==> src/rtl/branch_predictor.sv <==
// branch_predictor: dynamic conditional-branch predictor built from a table of
// saturating counters. Fetch reads the table to guess taken/not-taken, execute
// trains the addressed counter, flags mispredicts and keeps a saturating total.
// Optional feature macro: GSHARE_EN. When defined, a global history register
// is XORed into the fetch index (gshare). When undefined, the index is the
// word-aligned PC bits alone (bimodal) and no history flops exist.
//
// Handshake: there is no back-pressure. An update is consumed on the clock
// edge of any cycle in RUN where updateValid_E=1 and updateCond_E!=NO_BRANCH;
// all other cycles leave table, history and statistics untouched.
module branch_predictor #(
    parameter int BIT_COUNT    = 32,
    parameter int ENTRIES      = 64,
    parameter int COUNTER_BITS = 2,
    parameter int STAT_BITS    = 32,
    parameter int IDX_BITS     = $clog2(ENTRIES)
) (
    input  logic                 clk,
    input  logic                 reset,
    input  logic [BIT_COUNT-1:0] predictPC_F,
    output logic [IDX_BITS-1:0]  predictIndex_F,
    output logic                 predictTaken_F,
    output logic                 ready,
    input  logic                 updateValid_E,
    input  logic [2:0]           updateCond_E,
    input  logic [IDX_BITS-1:0]  updateIndex_E,
    input  logic                 predictedTaken_E,
    input  logic                 actualTaken_E,
    output logic                 mispredict_E,
    output logic [STAT_BITS-1:0] mispredictCount,
    output logic                 o_dbg_state
);

    localparam logic [2:0] NO_BRANCH = 3'd0;
    localparam logic [COUNTER_BITS-1:0] INIT_VAL =
        COUNTER_BITS'((1 << (COUNTER_BITS - 1)) - 1);
    localparam logic [COUNTER_BITS-1:0] CTR_MAX  = '1;
    localparam logic [IDX_BITS-1:0]     LAST_IDX = IDX_BITS'(ENTRIES - 1);

    typedef enum logic {
        S_INIT = 1'b0,
        S_RUN  = 1'b1
    } state_t;

    state_t                   r_state;
    state_t                   w_state_next;
    logic [IDX_BITS-1:0]      r_ptr;
    logic [COUNTER_BITS-1:0]  r_table [ENTRIES];
    logic [STAT_BITS-1:0]     r_count;

    logic                     w_run;
    logic                     w_train;
    logic                     w_mispredict;
    logic [IDX_BITS-1:0]      w_base;
    logic [IDX_BITS-1:0]      w_index;
    logic [COUNTER_BITS-1:0]  w_ctr_cur;
    logic [COUNTER_BITS-1:0]  w_ctr_next;
    logic                     w_unused_pc;

    // Only the word-aligned index bits of the PC participate in prediction.
    assign w_base      = predictPC_F[IDX_BITS+1:2];
    assign w_unused_pc = ^{predictPC_F[BIT_COUNT-1:IDX_BITS+2], predictPC_F[1:0]};

`ifdef GSHARE_EN
    logic [IDX_BITS-1:0] r_ghr;

    // Global history shifts in each trained outcome; cleared with the table.
    always_ff @(posedge clk) begin
        if (!reset) begin
            r_ghr <= '0;
        end else if (w_train) begin
            r_ghr <= (r_ghr << 1) | IDX_BITS'(actualTaken_E);
        end
    end

    assign w_index = w_base ^ r_ghr;
`else
    assign w_index = w_base;
`endif

    // FSM state register; any low reset cycle forces a fresh table walk.
    always_ff @(posedge clk) begin
        if (!reset) begin
            r_state <= S_INIT;
        end else begin
            r_state <= w_state_next;
        end
    end

    // Next state and the qualified strobes derived from the current state.
    always_comb begin
        w_state_next = r_state;
        w_run        = 1'b0;
        w_train      = 1'b0;
        w_mispredict = 1'b0;
        case (r_state)
            S_INIT: begin
                if (r_ptr == LAST_IDX) begin
                    w_state_next = S_RUN;
                end
            end
            S_RUN: begin
                w_run        = 1'b1;
                w_train      = updateValid_E && (updateCond_E != NO_BRANCH);
                w_mispredict = w_train && (predictedTaken_E != actualTaken_E);
            end
            default: w_state_next = S_INIT;
        endcase
    end

    // Saturating step of the counter addressed by the execute-stage index.
    always_comb begin
        w_ctr_cur  = r_table[updateIndex_E];
        w_ctr_next = w_ctr_cur;
        if (actualTaken_E) begin
            if (w_ctr_cur != CTR_MAX) begin
                w_ctr_next = w_ctr_cur + 1'b1;
            end
        end else begin
            if (w_ctr_cur != '0) begin
                w_ctr_next = w_ctr_cur - 1'b1;
            end
        end
    end

    // Initialisation pointer walks every entry once per INIT phase.
    always_ff @(posedge clk) begin
        if (!reset) begin
            r_ptr <= '0;
        end else if (r_state == S_INIT) begin
            r_ptr <= r_ptr + 1'b1;
        end
    end

    // Table writes: INIT fill, then training. No read bypass, so a fetch of the
    // entry being trained sees the pre-update value this cycle.
    always_ff @(posedge clk) begin
        if (reset) begin
            if (r_state == S_INIT) begin
                r_table[r_ptr] <= INIT_VAL;
            end else if (w_train) begin
                r_table[updateIndex_E] <= w_ctr_next;
            end
        end
    end

    // Mispredict total, holding once it reaches all-ones.
    always_ff @(posedge clk) begin
        if (!reset) begin
            r_count <= '0;
        end else if (w_mispredict && (r_count != '1)) begin
            r_count <= r_count + 1'b1;
        end
    end

    assign predictIndex_F  = w_index;
    assign predictTaken_F  = w_run && r_table[w_index][COUNTER_BITS-1];
    assign ready           = w_run;
    assign mispredict_E    = w_mispredict;
    assign mispredictCount = r_count;
    assign o_dbg_state     = r_state;

endmodule

==> config.mk <==
export PLATFORM = sky130hd
export DESIGN_NAME = branch_predictor
export DESIGN_NICKNAME = d
export VERILOG_FILES = /design/src/rtl/branch_predictor.sv
export SDC_FILE = /design/constraint.sdc
export NUM_CORES = 1
export LEC_CHECK = 0
export ABC_AREA = 1
export CAP_MARGIN = 40
export CORE_UTILIZATION = 55
export CTS_BUF_LIST = sky130_fd_sc_hd__clkbuf_8
export DETAILED_ROUTE_END_ITERATION = 6
export PLACE_DENSITY_LB_ADDON = 0.08
export SYNTH_ARGS = -nofsm -noshare
export SYNTH_HDL_FRONTEND = slang
export SYNTH_SLANG_ARGS = --single-unit
==> constraint.sdc <==
create_clock -name clk -period 4.03 [get_ports clk]
set_input_delay 0.403 -clock clk [delete_from_list [all_inputs] [get_ports clk]]
set_output_delay 0.403 -clock clk [all_outputs]
set_load 0.01 [all_outputs]
== After elaboration in Yosys (flattened, before gate mapping) ==
Memory sizes are Yosys's and may differ from the RTL's.
Cells that the tools add are included.

* Register bits after elaboration: 39
* Memory bits (writable): 128
* Input bits: 46
* Output and inout port bits: 42
* Logic and storage cells: 37
* Memories kept: 1

{| class="wikitable"
|+ Memories
! memory !! depth !! width !! read ports !! clocked after Yosys merged registers in !! write ports !! RTL line !! source
|-
| r_table || 64 || 2 || 2 || 0 || 1 || 48 || <nowiki>logic [COUNTER_BITS-1:0] r_table [ENTRIES];</nowiki>
|}

* $add $sub $neg: 4
* Eq/ne operators: 4
* Muxes and demuxes: 18
* Reductions and logical operators: 7

{| class="wikitable"
|+ Operators by type and width
! kind !! count
|-
| $add 32x1->32 const B || 1
|-
| $ne 32x32->1 const B || 1
|-
| $mux 1 || 13
|-
| $mux 2 || 4
|-
| $add 6x1->6 const B || 1
|-
| $eq 6x6->1 const B || 1
|-
| $mux 6 || 1
|-
| $logic_and 1x1->1 || 4
|-
| $reduce_bool 3->1 || 1
|-
| $add 2x1->2 const B || 1
|-
| $ne 2x2->1 const B || 1
|-
| $reduce_bool 2->1 || 1
|-
| $reduce_or 2->1 || 1
|-
| $sub 2x1->2 const B || 1
|-
| $ne 1x1->1 || 1
|}

== Logic depth before layout (Yosys ltp) ==
* Depth in word-level cells: 9
* Mapped depth: 13
* Gate-level depth less buffers: 12

== Worst setup path before layout ==
OpenSTA, ideal clock, no wires.

* Kind: input -> register
* From: input port updateIndex_E[0]
* To: memory r_table[0][1] (data pin)
* Library setup time: 0.501 ns
* Arrival: 2.900 ns
* Required time: 3.529 ns
* Setup slack: 0.629 ns
* Cell stages on the path: 12
* Buffers on the path: 2
* Cell sequence: buf_2 -> clkbuf_1 -> nand2_1 -> nand3_1 -> nand3_1 -> nand2_1 -> nand2_1 -> nand3_1 -> nand3_1 -> nand2_1 -> a21oi_1 -> nor2_1

* Longest elaborated chain between the ends: 5
* Elaborated cells on any way between the ends: 9
* Classes of those cells: 2 x add/sub; 1 x eq/ne; 4 x mux; 1 x reduce/logical; 1 x memory

{| class="wikitable"
|+ Ends and longest elaborated chain
! what !! RTL line !! source
|-
| start, declared || 26 || <nowiki>input logic [IDX_BITS-1:0] updateIndex_E,</nowiki>
|-
| $mem_v2 64x2 * || - ||
|-
| $sub 2x1->2 (tied with other cells) || 121 || <nowiki>w_ctr_next = w_ctr_cur - 1'b1;</nowiki>
|-
| $mux 2, on equally long branches || 120, 116 ||
|-
| $mux 2 * || 115 || <nowiki>if (actualTaken_E) begin</nowiki>
|-
| $mux 2 (no source line) * || - ||
|-
| end, declared || 48 ||
|}

Every way passes the cells marked *; elsewhere a longest branch is shown, timed or not.

== Worst setup path in the final report ==
* From: input port predictPC_F[3]
* To: output port predictTaken_F

* Longest elaborated chain between the ends: 2

{| class="wikitable"
|+ Ends and longest elaborated chain
! what !! RTL line !! source
|-
| start, declared || 20 || <nowiki>input logic [BIT_COUNT-1:0] predictPC_F,</nowiki>
|-
| $mem_v2 64x2 || - ||
|-
| $logic_and 1x1->1 || 157 || <nowiki>assign predictTaken_F = w_run && r_table[w_index][COUNTER_BITS-1];</nowiki>
|-
| end, declared || 22 || <nowiki>output logic predictTaken_F,</nowiki>
|}

Every way passes these cells.

==> results.tsv <==
stage	metric	value	unit
place	dp_hpwl	14.5	mm
power_and_ir_drop	power_switching	0.000797	W
clocking	cts_root_buf	clkbuf_8	
sta	max_slew_margin	0.531	
critical_path	cp_cell_sequence	clkdlybuf4s50_1 -> inv_1 -> o21ai_0 -> o221ai_1 -> nand3_1 -> nand3_1 -> nand3_1 -> a21oi_1 -> clkdlybuf4s50_1	
critical_path	cp_top_family	buffers and inverters	
yosys	synthArstFlopShare	0	
floorplan	fp-row-count	45	
routing	drt_first_iter_violations	711	
clocking	cts_buffer_depth	2	
routing	routed_wirelength	22.1	mm
clocking	insertion_delay	460	ps
routing	post_drt_via_cell_ratio	5.78	
yosys	synth_seq_cells	167	
sta	setup_viol	0	
final_layout	nNetsFinal	1081	
final_layout	nFillCells	1296	
clocking	hold_buffers	0	
yosys	syn_inst	984	
sta	clock_skew	10.5	ps
yosys	syn-num-nets	1032	
global_routing	antenna_found_initial	0	
sta	fin_setup_tns	0	ps
critical_path	cpPeakStageDelay	570	ps
place	dp_slack	806	ps
routing	firstDrtPassIters	5	
sta	finalCritPeriodShare	0.784	
sta	fin_ws	871	ps
power_and_ir_drop	internal_power	0.00283	W
sta	finalHoldViolations	0	
power_and_ir_drop	ir_drop	252	uV
outcome	status	finished clean	
yosys	synth_ff_type	edfxtp_1	
clocking	cts_tree	yes	
critical_path	critPathMaxFanout	15	
yosys	yosys.area_share.xor_xnor	0.0103	
yosys	synth.avg_cell_area	8.62	um2
routing	drc_errors	0	
routing	postRouteAntennaNets	0	
sta	max_freq	317	MHz
flow_run	cap_violations	0	
final_layout	antenna_cells	0	
critical_path	startpoint_type	primary input	
clocking	clock-sinks	167	
yosys	synthesis.area	8480	um2
global_routing	track_usage	0.290	
power_and_ir_drop	p_seq_frac	0.505	
floorplan	initial_core_util	0.560	
final_layout	multi_input_area	3390	um2
sta	maxSlewViolCount	0	
critical_path	crit_type	primary input to output port	
power_and_ir_drop	switching_share	0.220	
global_routing	grt_pass1_vias	6600	
floorplan	die-area	15900	um2
yosys	synth_top_family_by_area	simple AND/OR/NAND/NOR gates	
yosys	synth-compound-area-share	0.0660	
clocking	clkTransAtPathRegs	80	ps
clocking	cts_htree_levels	4	
floorplan	die_w	126	um
power_and_ir_drop	power_frac_clock	0.421	
sta	period_minus_slack	3160	ps
critical_path	critical_path_required	3630	ps
yosys	synthMuxAreaShare	0	
yosys	yosysWarningCount	0	
floorplan	die-height	126	um
final_layout	finish.utilization	0.645	
routing	wl_per_cell	17.9	um
routing	num_vias	7126	
critical_path	worst_path_max_delay_cell	clkdlybuf4s50_1	
floorplan	fp.coreArea	15100	um2
power_and_ir_drop	combinationalPowerShare	0.074	
clocking	postCtsSetupBuffers	0	
power_and_ir_drop	leakage	3.62	nW
min_path	hp-class	flip-flop to flip-flop	
floorplan	ios	88	
critical_path	critPathCaptureType	output port	
place	port_buffers	61	
sta	tightest_slew	703	ps
yosys	synth_edf_count	128	
critical_path	worst_path_most_repeated_cell	nand3_1	
yosys	seq_area_frac_synth	0.545	
critical_path	arrival	2760	ps
critical_path	path_buf_inv	3	
yosys	synthDistinctLibCells	41	
yosys	synthAdderAreaFrac	0.00295	
final_layout	final_layout_size_suffix_gt1_frac	0.0833	
global_routing	overflow	0	
yosys	yosys.area_share.simple	0.320	
global_routing	grt_max_degree	65	
place	routabilityCongestion	0.855	
final_layout	area_growth	15.2	%
sta	rsz0062_at_grt	no	
global_routing	grt_pass1_wl	34.8	mm
clocking	cts_buffers	17	
final_layout	register_area	4620	um2
clocking	cts_resized	0	
power_and_ir_drop	power_density	372	nW/um2
-- state kept, by name, summed over array words and instances (netlist names) --
register and cells:
r_table 128, o_dbg_state 1, r_ptr 6, mispredictCount 32
-- area by class of cell --
class	count	area share
clock buffers	17	0.0240
clock inverters	14	0.0286
inverters	59	0.0234
multi-input cells	711	0.347
flip-flops and latches	167	0.473
well taps	188	0.0241
repair buffers	77	0.0794
-- power by group through the flow --
stage          clock (W)  sequential, W  combinational [W]
2_1_floorplan          0        0.00187           0.000170
3_3_place_gp           0        0.00187           0.000262
3_5_place_dp           0        0.00187           0.000264
4_1_cts          0.00154        0.00183           0.000265
5_1_grt          0.00160        0.00184           0.000290
6_report         0.00153        0.00183           0.000267
-- synth_stat cells (6+ instances only) --
cell,count,area (um2)
a21oi_1,37,185
buf_2,18,90.1
buf_4,8,60.1
clkbuf_1,17,63.8
dfxtp_1,39,781
edfxtp_1,128,3840
inv_1,50,188
nand2_1,258,968
nand2_2,6,37.5
nand3_1,156,781
nand4_1,7,43.8
nor2_1,134,503
nor3_1,19,95.1
o21ai_0,39,195
xor2_1,8,70.1
-- kinds of logic after synthesis --
logic type               after synthesis
buffers and inverters                106
XOR/XNOR                              10
adder cells (fa/ha/maj)                2
AO/OA/AOI/OAI                         95
flip-flops                           167
AND/OR/NAND/NOR                      604
-- cell usage in the layout (no fill, tap or decap), types with 4 or more instances in the layout --
cell	netlist	layout
nand3_1	156	156
buf_4	8	12
edfxtp_1	128	128
nand2_1	258	258
buf_12	0	4
nand4_1	7	7
nor3_1	19	19
a21oi_1	37	37
clkdlybuf4s50_1	0	60
inv_1	50	49
dfxtp_1	39	39
o21ai_0	39	39
nand4_4	5	5
nor2_1	134	133
o221ai_1	5	5
xor2_1	8	8
clkbuf_8	0	17
nand2_2	6	6
bufinv_16	0	8
o31ai_1	4	4
inv_2	5	6
-- routing by layer --
metal / part of all wire / vias up / track usage / wire, um
met5: 0 / - / 0 / 0
met4: 0.019 / 0 / 0.0928 / 416
met3: 0.069 / 34 / 0.0548 / 1510
met2: 0.46 / 278 / 0.461 / 10200
met1: 0.45 / 3368 / 0.403 / 9910
li1: - / 3446 / - / -
-- final timing paths --
| check | to | startpoint | slack (ps) | cells past startpoint |
|---|---|---|---|---|
| worst max register to register | r_table[25][0] | o_dbg_state | 1170 | 8 |
| worst min register to register | mispredictCount[15] | mispredictCount[15] | 500 | 1 |
| worst min-delay path | mispredictCount[15] | mispredictCount[15] | 500 | 1 |
| worst max-delay path | predictTaken_F | predictPC_F[3] | 870 | 9 |
-- per-stage QoR --
stage	instances	power, W	hold slack [ps]	cell area [um2]
after global routing	1233	0.00372	540	9770
after floorplan	984	0.00204	473	8480
after detailed placement	1202	0.00214	480	9250
after CTS	1233	0.00363	510	9770
final	1233	0.00363	502	9770
after global placement	1202	0.00214	478	9250
Note: power is estimated with default switching activity, not from simulation.
